File: config.mk
export PLATFORM = sky130hd
export DESIGN_NAME = if_fetch_unit
export DESIGN_NICKNAME = d
export VERILOG_FILES = /design/src/rtl/if_fetch_unit.sv
export SDC_FILE = /design/constraint.sdc
export NUM_CORES = 1
export LEC_CHECK = 0
export ABC_CLOCK_PERIOD_IN_PS = 2450
export CAP_MARGIN = 30
export CORE_ASPECT_RATIO = 1.2
export CORE_UTILIZATION = 44
export CTS_CLUSTER_SIZE = 28
export DETAILED_ROUTE_END_ITERATION = 6
export GPL_TIMING_DRIVEN = 0
export PLACE_DENSITY = 0.89
export RECOVER_POWER = 100
export SETUP_SLACK_MARGIN = 0.3
export SLEW_MARGIN = 20
export SYNTH_ARGS = -nofsm -noshare
export SYNTH_HDL_FRONTEND = slang
export SYNTH_SLANG_ARGS = --single-unit
File: constraint.sdc
create_clock -name clk -period 2.45 [get_ports clk]
set_input_delay 0.49 -clock clk [delete_from_list [all_inputs] [get_ports clk]]
set_output_delay 0.49 -clock clk [all_outputs]
set_load 0.02 [all_outputs]
File: src/rtl/if_fetch_unit.sv
// if_fetch_unit: instruction-fetch stage.
//  Owns the PC, fetches one instruction at a time from imem over a req/gnt +
//  rvalid handshake (single outstanding request), and presents {pc, ins} to the
//  IF/ID register over a valid/ready handshake. Redirects from later stages
//  reload the PC and kill any fetch that is still in flight.
// Ports:
//  clk, rst        clock, synchronous active-high reset
//  redirect_valid  redirect request (branch taken / jump)
//  redirect_pc     redirect target, bits [1:0] ignored
//  imem_req        fetch request (only in REQ)
//  imem_addr       fetch address, valid while imem_req
//  imem_gnt        imem accepted the request this cycle
//  imem_rvalid     read data valid
//  imem_rdata      instruction word
//  out_valid       {out_pc, out_ins} valid for IF/ID
//  out_ready       IF/ID can accept
//  out_pc          address of presented instruction
//  out_ins         presented instruction
module if_fetch_unit #(
  parameter logic [31:0] RESET_PC = 32'h0000_0000,
  parameter int unsigned PC_STEP  = 4
) (
  input  logic        clk,
  input  logic        rst,
  input  logic        redirect_valid,
  input  logic [31:0] redirect_pc,
  output logic        imem_req,
  output logic [31:0] imem_addr,
  input  logic        imem_gnt,
  input  logic        imem_rvalid,
  input  logic [31:0] imem_rdata,
  output logic        out_valid,
  input  logic        out_ready,
  output logic [31:0] out_pc,
  output logic [31:0] out_ins
);

  localparam int unsigned XLEN = 32;
  localparam logic [XLEN-1:0] ALIGN_MASK = ~XLEN'(3);

  typedef enum logic [2:0] {
    S_IDLE  = 3'd0,
    S_REQ   = 3'd1,
    S_WAIT  = 3'd2,
    S_DROP  = 3'd3,
    S_VALID = 3'd4
  } state_t;

  state_t          r_state;
  state_t          w_state_nxt;
  logic [XLEN-1:0] r_pc;
  logic [XLEN-1:0] w_pc_nxt;
  logic [XLEN-1:0] r_out_pc;
  logic [XLEN-1:0] r_out_ins;
  logic            w_capture;
  logic [XLEN-1:0] w_redirect_tgt;
  logic [XLEN-1:0] w_pc_seq;

  // Word-aligned redirect target and sequential successor (wraps mod 2^32).
  assign w_redirect_tgt = redirect_pc & ALIGN_MASK;
  assign w_pc_seq       = (r_pc + XLEN'(PC_STEP)) & ALIGN_MASK;

  // State, PC and presented-instruction registers.
  always_ff @(posedge clk) begin
    if (rst) begin
      r_state   <= S_IDLE;
      r_pc      <= RESET_PC & ALIGN_MASK;
      r_out_pc  <= '0;
      r_out_ins <= '0;
    end else begin
      r_state <= w_state_nxt;
      r_pc    <= w_pc_nxt;
      if (w_capture) begin
        r_out_pc  <= r_pc;
        r_out_ins <= imem_rdata;
      end
    end
  end

  // Next-state / PC logic; a redirect always wins over any other event.
  always_comb begin
    w_state_nxt = r_state;
    w_pc_nxt    = r_pc;
    w_capture   = 1'b0;
    case (r_state)
      S_IDLE: begin
        w_state_nxt = S_REQ;
        if (redirect_valid) w_pc_nxt = w_redirect_tgt;
      end
      S_REQ: begin
        if (redirect_valid) begin
          w_pc_nxt = w_redirect_tgt;
          // A request granted in the redirect cycle fetched the old address.
          if (imem_gnt) w_state_nxt = S_DROP;
        end else if (imem_gnt) begin
          w_state_nxt = S_WAIT;
        end
      end
      S_WAIT: begin
        if (redirect_valid) begin
          w_pc_nxt    = w_redirect_tgt;
          w_state_nxt = imem_rvalid ? S_REQ : S_DROP;
        end else if (imem_rvalid) begin
          w_capture   = 1'b1;
          w_pc_nxt    = w_pc_seq;
          w_state_nxt = S_VALID;
        end
      end
      S_DROP: begin
        if (redirect_valid) w_pc_nxt = w_redirect_tgt;
        // The killed response has arrived; nothing is outstanding any more,
        // so leave even if a redirect arrives in the same cycle.
        if (imem_rvalid) w_state_nxt = S_REQ;
      end
      S_VALID: begin
        if (redirect_valid) begin
          w_pc_nxt    = w_redirect_tgt;
          w_state_nxt = S_REQ;
        end else if (out_ready) begin
          w_state_nxt = S_REQ;
        end
      end
      default: begin
        w_state_nxt = S_IDLE;
      end
    endcase
  end

  assign imem_req  = (r_state == S_REQ);
  assign imem_addr = r_pc;
  assign out_valid = (r_state == S_VALID) & ~redirect_valid;
  assign out_pc    = r_out_pc;
  assign out_ins   = r_out_ins;

endmodule

==> flow_summary.toml, run 1 <==
[outcome]
status = "finished, final reports clean"

[critical_path]
arrival_ps = 2480
critPathMaxFanout = 10
crit_type = "in -> reg"
r2r-end = "imem_addr[22]$_SDFFE_PP0P_"
reg2reg_from = "imem_addr[10]$_SDFFE_PP0P_"
path_delay_family = "buffers and inverters"
cp-start-kind = "input port"
slowest_stage = "clkdlybuf4s50_1"
reg2reg_depth = 5
end_kind = "flip-flop"
reg2reg_setup_slack_ps = 240
slowest_delay_ps = 510
cp_cell_sequence = "clkdlybuf4s50_1 > buf_2 > or2_1 > clkbuf_1 > clkbuf_1 > o21ai_0 > a31o_2"
crit_buf_inv = 4
required_ps = 2690
cp_num_cells = 7
crit_top_cell = "clkbuf_1"

[placement]
numPortBuffers = 160
place_area_um2 = 6080
dpl.cell_count = 853
hpwl_mm = 10.7
routabilityCongestion = 0.921

[grt]
grt_usage_pct = 28.6
grt_max_degree = 16
first_global_vias = 4546
antenna_found_initial = 0
grt_pass1_wl_mm = 22.7
grt-ovfl-total = 0

[synth]
netlist_instances = 567
ys_types = 50
synth_area_um2 = 4300
synth_edf_count = 0
synthTopCellsByArea = "dfxtp_1 44%, nand2_1 14%, a21oi_1 10%, nand3_1 3.1%, clkbuf_1 2.9%"
synth_top_cell_area_share_pct = 44.2
yosys.area.top_type = "dfxtp_1"
yosysSeqAreaShare_pct = 44.2
synth_async_sr_flop_share_pct = 0
ys.flop_type = "dfxtp_1"
syn_avg_cell_area_um2 = 7.59
synth-seq-cells = 95
yosysWarnings = 0

[sta]
relSlewSlack_pct = 58.0
worst_pin_slew_ps = 628
fin_crit_sh_pct = 91.5
slew_violations = 0
finalHoldViolCount = 0
skew_ps = 5.81
fmax_ghz = 0.446
rsz0062_at_grt = "yes"
finalSetupViolCount = 0
layout_min_cycle_time_ps = 2240

[worst_hold_path]
hp-start = "out_pc[22]$_SDFFE_PP0P_"
hold_end = "out_pc[22]$_SDFFE_PP0P_"
min_path_cells = 2
hold_path_class = "reg -> reg"

[layout]
final_cell_mix = "156 x nand2_1, 93 x dfxtp_1, 92 x dlygate4sd3_1"
diodes = 0
layout_commonest_cell = "nand2_1"
final_nets = 820
drive_above_1_share_pct = 7.96
layout.cells.non_filler = 877
area_delta_synth_final_pct = 52.2
stdcell_area_um2 = 6550

[cts]
cts_made_buffers = 9
htreeDepth = 3
path_clk_slew_ps = 70
ctsLongestPathBuffers = 2
cts.sinks = 95
insertion_delay_ps = 340
cts-root-buf = "clkbuf_16"
cts_tree = "done"

[drt]
vias = 4969
ant_nets = 0
wl_per_cell_um = 16.7
drc = 0
dr.pass1.iters = 5
wl_mm = 14.7
drt_iter0_drc = 397
vias_per_cell = 5.67

[pwr]
p_leak_nw = 2.52
vdd_ir_drop_max_v = 0.000349
p_per_area_nw_per_um2 = 582

[job]
maxCapViolations = 0

[floorplan]
fp.dieH_um = 110
start_util_pct = 45.2
rows = 39
die_width_um = 92.3
core-area_um2 = 9520
ioPinCount = 168
die-area_um2 = 10200
==> power breakdown <==
| part | switching, mW | internal (mW) |
|---|---|---|
| combinational | 0.267 | 0.248 |
| clock | 0.602 | 1.03 |
| sequential | 0.0777 | 1.59 |
| total | 0.946 | 2.87 |
==> how the worst max path moves through the flow <==
stage	start	to
detailed placement	redirect_valid	out_pc[11]$_SDFFE_PP0P_
finish	redirect_valid	imem_addr[7]$_SDFFE_PP0P_
global placement	redirect_valid	imem_addr[29]$_SDFFE_PP0P_
floorplan	imem_addr[2]$_SDFFE_PP0P_	imem_addr[22]$_SDFFE_PP0P_
CTS	redirect_valid	out_valid
global route	redirect_valid	imem_addr[7]$_SDFFE_PP0P_
==> repair_timing <==
action | 4_1_cts | 5_1_grt
setup endpoints to repair | 91 | 76
setup buffers | 7 | 2
pin swaps | 3 | 1
hold endpoints to repair | 0 | 0
hold buffers | 0 | 0
resized for setup | 17 | 30
==> metal layers <==
layer  GRT usage [%]  routed length (µm)  vias to the layer above
met1            35.2                5920                     2343
met5               0                   0                        -
met4            13.8                 393                        0
met2            49.9                7360                      244
met3            3.50                 998                       29
li1                -                   -                     2353
==> through the flow <==
stage | power (mW) | setup WS (ps) | util [%] | TNS, ps | hold slack, ps
2_1_floorplan | 1.93 | 407 | - | 0 | 535
3_3_place_gp | 2.21 | -777 | 63.8 | -38350 | 442
3_5_place_dp | 2.22 | -374 | 63.9 | -21150 | 448
4_1_cts | 3.83 | 187 | 68.4 | 0 | 457
5_1_grt | 3.93 | 107 | 68.8 | 0 | 477
6_report | 3.81 | 209 | 68.8 | 0 | 452
==> area by class of cell <==
cell class | count | area (µm²)
Buffer | 46 | 230
Clock buffer | 11 | 243
Clock inverter | 5 | 105
Fill cell | 840 | 2970
Inverter | 7 | 26.3
Multi-Input combinational cell | 421 | 2230
Sequential cell | 95 | 1900
Tap cell | 123 | 154
Timing Repair Buffer | 169 | 1660
==> cell usage after synthesis (all sizes together) (2+ instances only) <==
cell,instances
buf,14
nor2,15
nand2,156
o32ai,2
a22oi,2
o21ai,17
nand4b,2
and3,8
a31o,2
and4,2
clkbuf,33
nand4,14
nand3b,3
nor2b,4
a32oi,2
nand3,28
or3,4
dfxtp,95
a21oi,88
a22o,3
a211oi,3
mux2i,2
inv,7
o211ai,3
nor4,9
nand2b,4
nor4b,2
a21o,6
o311ai,7
a31oi,6
o31ai,3
nor3,9
==> cells by family after synthesis <==
family                   Yosys count  share of synthesized area (%)
multiplexers                       3                          0.727
other                              1                         0.0872
buffers and inverters             54                           5.64
AND/OR/NAND/NOR                  263                           28.5
AO/OA/AOI/OAI                    150                           20.6
adder cells (fa/ha/maj)            1                          0.291
flip-flops                        95                           44.2
==> tightest hold or removal path, stage by stage (launching register included) <==
cell	delay, ps
dfxtp_1	310
nand2_1	50
a21oi_1	50
==> state kept, by name, indices dropped and copies added, names as in the netlist <==
name	cells
r_state	3
imem_addr	30
out_pc	30
out_ins	32
No activity file was read; power rests on OpenSTA's default activity.
==> inputs of run 2 (changes only) <==
--- a/config.mk
+++ b/config.mk
@@ -12,7 +12,7 @@
 export CTS_CLUSTER_SIZE = 28
 export DETAILED_ROUTE_END_ITERATION = 6
 export GPL_TIMING_DRIVEN = 0
-export PLACE_DENSITY = 0.89
+export PLACE_DENSITY = 0.82
 export RECOVER_POWER = 100
 export SETUP_SLACK_MARGIN = 0.3
 export SLEW_MARGIN = 20
==> flow_summary.toml, run 2 (synthesis results as in run 1) <==
[outcome]
status = "finished, final reports clean"

[layout]
diodes = 0
nFillCells = 813
drive_above_1_share_pct = 9.01
layout_commonest_cell = "nand2_1"
area_delta_synth_final_pct = 53.4
final_cell_mix = "156 x nand2_1, 93 x dfxtp_1, 93 x dlygate4sd3_1"
multi_input_area_um2 = 2270
final_nets = 822
regArea_um2 = 1900
largest_register_ff_count = 32

[sta]
finalSetupViolCount = 0
fin_crit_sh_pct = 88.8
relSlewSlack_pct = 54.0
layout_min_cycle_time_ps = 2180
fin_hold_ws_ps = 451
finalHoldViolCount = 0
worst_pin_slew_ps = 688
setup_ws_ps = 273
rsz0062_at_grt = "no"
fmax_ghz = 0.459
skew_ps = 7.67
slew_violations = 0

[cts]
htreeDepth = 3
cts-root-buf = "clkbuf_16"
path_clk_slew_ps = 60
cts_tree = "done"
insertion_delay_ps = 350
ctsLongestPathBuffers = 2
cts_made_buffers = 9
hold_buffers = 0
cts.sinks = 95

[critical_path]
required_ps = 2720
path_delay_family = "buffers and inverters"
cp_cell_sequence = "dlygate4sd3_1 > nand2_1 > nor2_1 > nand2_1 > clkbuf_1 > clkbuf_1 > nand2_1 > a21oi_1"
end_kind = "flip-flop"
slowest_delay_ps = 580
crit_top_cell = "nand2_1"
critPathMaxFanout = 10
cp-start-kind = "input port"
slowest_stage = "dlygate4sd3_1"
arrival_ps = 2450
crit_buf_inv = 3
crit_type = "in -> reg"

[placement]
numPortBuffers = 160
post-place-ws_ps = -357
hpwl_mm = 10.4
routabilityCongestion = 0.882

[floorplan]
core-area_um2 = 9520
die_width_um = 92.3
ioPinCount = 168
rows = 39
fp.dieH_um = 110
die-area_um2 = 10200
start_util_pct = 45.2

[drt]
wl_mm = 15.0
ant_nets = 0
drc = 0
dr.pass1.iters = 5
vias_per_cell = 5.64
wl_per_cell_um = 17.1
vias = 4949
drt_iter0_drc = 455

[grt]
antenna_found_initial = 0
grt_usage_pct = 27.4
grt_max_degree = 16
grt_pass1_wl_mm = 21.7
first_global_vias = 4421
grt-ovfl-total = 0

[pwr]
p_per_area_nw_per_um2 = 576
vdd_ir_drop_max_v = 0.000352
p_leak_nw = 2.56

[worst_hold_path]
hold_path_class = "reg -> reg"

[job]
maxCapViolations = 0
-- run 2: per-stage QoR --
step / cell area [µm²] / setup TNS, ps / std cells / utilization [%] / power, mW
after floorplan: 4310 / 0 / 570 / - / 1.93
after global routing: 6600 / 0 / 878 / 69.4 / 3.91
after CTS: 6490 / 0 / 874 / 68.2 / 3.80
final: 6600 / 0 / 878 / 69.4 / 3.80
after detailed placement: 6080 / -20930 / 853 / 63.9 / 2.22
after global placement: 6070 / -32840 / 853 / 63.8 / 2.21
-- run 2: final cells by class --
| type | count | area share (%) |
|---|---|---|
| Inverter | 7 | 0.398 |
| Sequential cell | 95 | 28.8 |
| Timing Repair Buffer | 170 | 25.4 |
| Multi-Input combinational cell | 421 | 34.3 |
| Tap cell | 123 | 2.33 |
| Clock buffer | 9 | 3.41 |
| Buffer | 47 | 3.64 |
| Clock inverter | 6 | 1.65 |
-- run 2: routing by layer --
metal	global-route usage [%]	vias to the layer above	wire length, µm
met4	14.6	0	448
met3	3.84	34	1050
met5	0	-	0
li1	-	2366	-
met2	48.9	266	7670
met1	31.9	2283	5840
-- run 2: power by group --
group	internal, mW	switching, mW	leakage [nW]
Combinational	0.256	0.273	1.62
Sequential	1.59	0.0817	0.773
Clock	0.992	0.609	0.166
-- run 2: timing repair --
action	CTS	global route
endpoints found under the hold margin	0	0
gates resized for setup	17	36
cloned	0	1
buffers inserted	6	3
pin swaps	3	2
setup endpoints to repair	89	60
-- run 2: path summary, 6_finish.rpt --
kind | cells past startpoint | slack, ps | endpoint | from
hold reg to reg | 2 | 450 | out_ins[6]$_SDFFE_PP0P_ | out_ins[6]$_SDFFE_PP0P_
setup reg to reg | 5 | 300 | imem_addr[23]$_SDFFE_PP0P_ | imem_addr[5]$_SDFFE_PP0P_
setup / recovery | 8 | 270 | out_pc[26]$_SDFFE_PP0P_ | imem_rvalid
hold / removal | 2 | 450 | out_ins[6]$_SDFFE_PP0P_ | out_ins[6]$_SDFFE_PP0P_
-- run 2: worst reg2reg max path, cell delays in order, from the launching register on --
cell     delay (ps)
dfxtp_1         520
nand4_1         270
nor2_1          600
nand3_1         180
or3_1           330
a31oi_1         170
==> edit: new RTL, flow settings as in run 2 <==
Reset style: asynchronous (`rst`), changed in one clocked block. Comments in the files are not updated.
--- a/src/rtl/if_fetch_unit.sv
+++ b/src/rtl/if_fetch_unit.sv
@@ -61,7 +61,7 @@
   assign w_pc_seq       = (r_pc + XLEN'(PC_STEP)) & ALIGN_MASK;
 
   // State, PC and presented-instruction registers.
-  always_ff @(posedge clk) begin
+  always_ff @(posedge clk or posedge rst) begin
     if (rst) begin
       r_state   <= S_IDLE;
       r_pc      <= RESET_PC & ALIGN_MASK;
Behaviour: differs if rst is asserted again (counterexample within 4 cycles, from zero or initial values and one cycle with rst high); with rst held inactive, the same outputs for 4 cycles.
==> edit against run 2 <==
Largest cell class is now registers; critical path depth fell by 2; sequential cell count did not move; worst setup slack improved by 0.048 ns; critical path type is now reg -> reg; clock skew fell by 0.0020 ns; design area rose by 0.87%; synthesized area rose by 4.6%; wire length fell by 9.6%.
Power is not compared: it rests on default switching activity, and its combinational part moved more than twofold at a synthesized area within 25%.
==> edit: results (changes against run 2) <==
finalNonFillerCells: 827  # -5.8%
synth_common_cells: "200 x nand2_1, 95 x dfrtp_1, 26 x nor2_1"
worstPathArrival_ns: 2.32  # -0.13 ns
fillCellCount: 846  # +4.1%
postCtsSetupRepairBufs: 0  # -6
clk_pin_slew_worst_paths_ns: 0.06  # about the same
skew_ns: 0.00563  # -0.00204 ns
initial_core_util: 0.452  # about the same
r2r_cells: 6  # +1
layout.nets: 767  # -6.7%
crit_type: "reg -> reg"
dp_hpwl_um: 9900  # -5.0%
r2r_setup_slack_ns: 0.32  # +0.02 ns
grt_pass1_wl_um: 22100  # +1.7%
r2r-end: "imem_addr[18]$_DFFE_PP0P_"
tightest_slew_ns: 0.868  # +0.180 ns
pre_cts_ws_ns: 0.00144  # +0.358 ns
grt_pass1_vias: 4436  # +0.34%
status: "completed"
avgSynthCellArea_um2: 8.67  # +14%
wl_met1_um: 5440  # -6.9%
dp_cells: 811  # -4.9%
cts_resized: 6  # -11
place.gp.congestion: 0.882  # about the same
drive_gt1_frac: 0.0856  # -0.00447
met2_length_um: 6690  # -13%
met3_length_um: 1040  # -0.57%
drt_wl_total_um: 13600  # -9.6%
synthDistinctLibCells: 54  # +8.0%
min_period_over_period: 0.869  # -0.0195
p_leak_nw: 3.12
seq_area_frac_synth: 0.528  # +0.0862
grt_start_max_net_pins: 30  # +14
drt_iter0_markers: 286  # -37%
synth-async-reset-ratio: 1.00  # +1.00
place_area_um2: 6330  # +4.2%
critical_path.startpoint: "r_state[0]$_DFFE_PP0P_"
ys_top_cells_by_area: "dfrtp_1 53%, nand2_1 17%, a21oi_1 2.6%, a2bb2oi_1 2.3%, nand3_1 2.2%"
via_per_inst: 5.45  # -3.4%
synth_top_flop_cell: "dfrtp_1"
track_usage: 0.268  # -0.00640
-- edit: cell types whose count changed after synthesis, sizes merged, moves of 12 or more --
cell,run 2,this run
nand2,156,200
a21oi,88,23
clkbuf,33,14
dfxtp,95,0
dfrtp,0,95
nor2,15,27
o22ai,0,12
-- edit: report_power, final --
part | internal, W | switching [W] | leakage, nW | total, W
sequential | 0.00224 | 0.000513 | 1.15 | 0.00275
clock | 0.000949 | 0.000572 | 0.160 | 0.00152
combinational | 0.00153 | 0.00205 | 1.81 | 0.00358
total | 0.00472 | 0.00314 | 3.12 | 0.00786
-- edit: worst min-delay path by stage --
stage,from,end,cells past startpoint
floorplan,r_state[2]$_DFFE_PP0P_,r_state[1]$_DFFE_PP0P_,2
global placement,out_pc[13]$_DFFE_PP0P_,out_pc[13]$_DFFE_PP0P_,2
detailed placement,out_ins[3]$_DFFE_PP0P_,out_ins[3]$_DFFE_PP0P_,2
CTS,out_ins[3]$_DFFE_PP0P_,out_ins[3]$_DFFE_PP0P_,2
global route,out_ins[30]$_DFFE_PP0P_,out_ins[30]$_DFFE_PP0P_,2
finish,out_pc[22]$_DFFE_PP0P_,out_pc[22]$_DFFE_PP0P_,2
-- edit: cell families after synthesis --
family                     share of synthesized area
AOI/OAI and AO/OA                              0.133
buffers and inverters                         0.0481
other                                       0.000833
DFF                                            0.528
muxes                                        0.00695
and+or+nand+nor                                0.280
adders and majority gates                    0.00278
-- edit: worst max-delay path, cell delays in order (launching register included) --
cell       delay, ns
dfrtp_1         0.36
buf_2           0.16
or3b_1          0.40
nand3_1         0.22
buf_2           0.26
clkbuf_1        0.43
a2bb2oi_1       0.14
-- edit: final cells by class --
type	count	area share
Clock inverter	3	0.00977
Inverter	4	0.00244
Sequential cell	95	0.357
Multi-Input combinational cell	385	0.290
Timing Repair Buffer	163	0.247
Tap cell	126	0.0237
Clock buffer	13	0.0391
Buffer	38	0.0308
-- edit: metrics by stage --
stage | hold WS, ns | utilization
2_1_floorplan | 0.530 | -
3_3_place_gp | 0.456 | 0.630
3_5_place_dp | 0.461 | 0.636
4_1_cts | 0.477 | 0.670
5_1_grt | 0.492 | 0.669
6_report | 0.466 | 0.669
-- edit: layer usage --
metal / GRT usage / up-vias
li1: - / 2118
met1: 0.342 / 2138
met2: 0.441 / 211
met3: 0.0538 / 38
met4: 0.109 / 0
met5: 0 / -
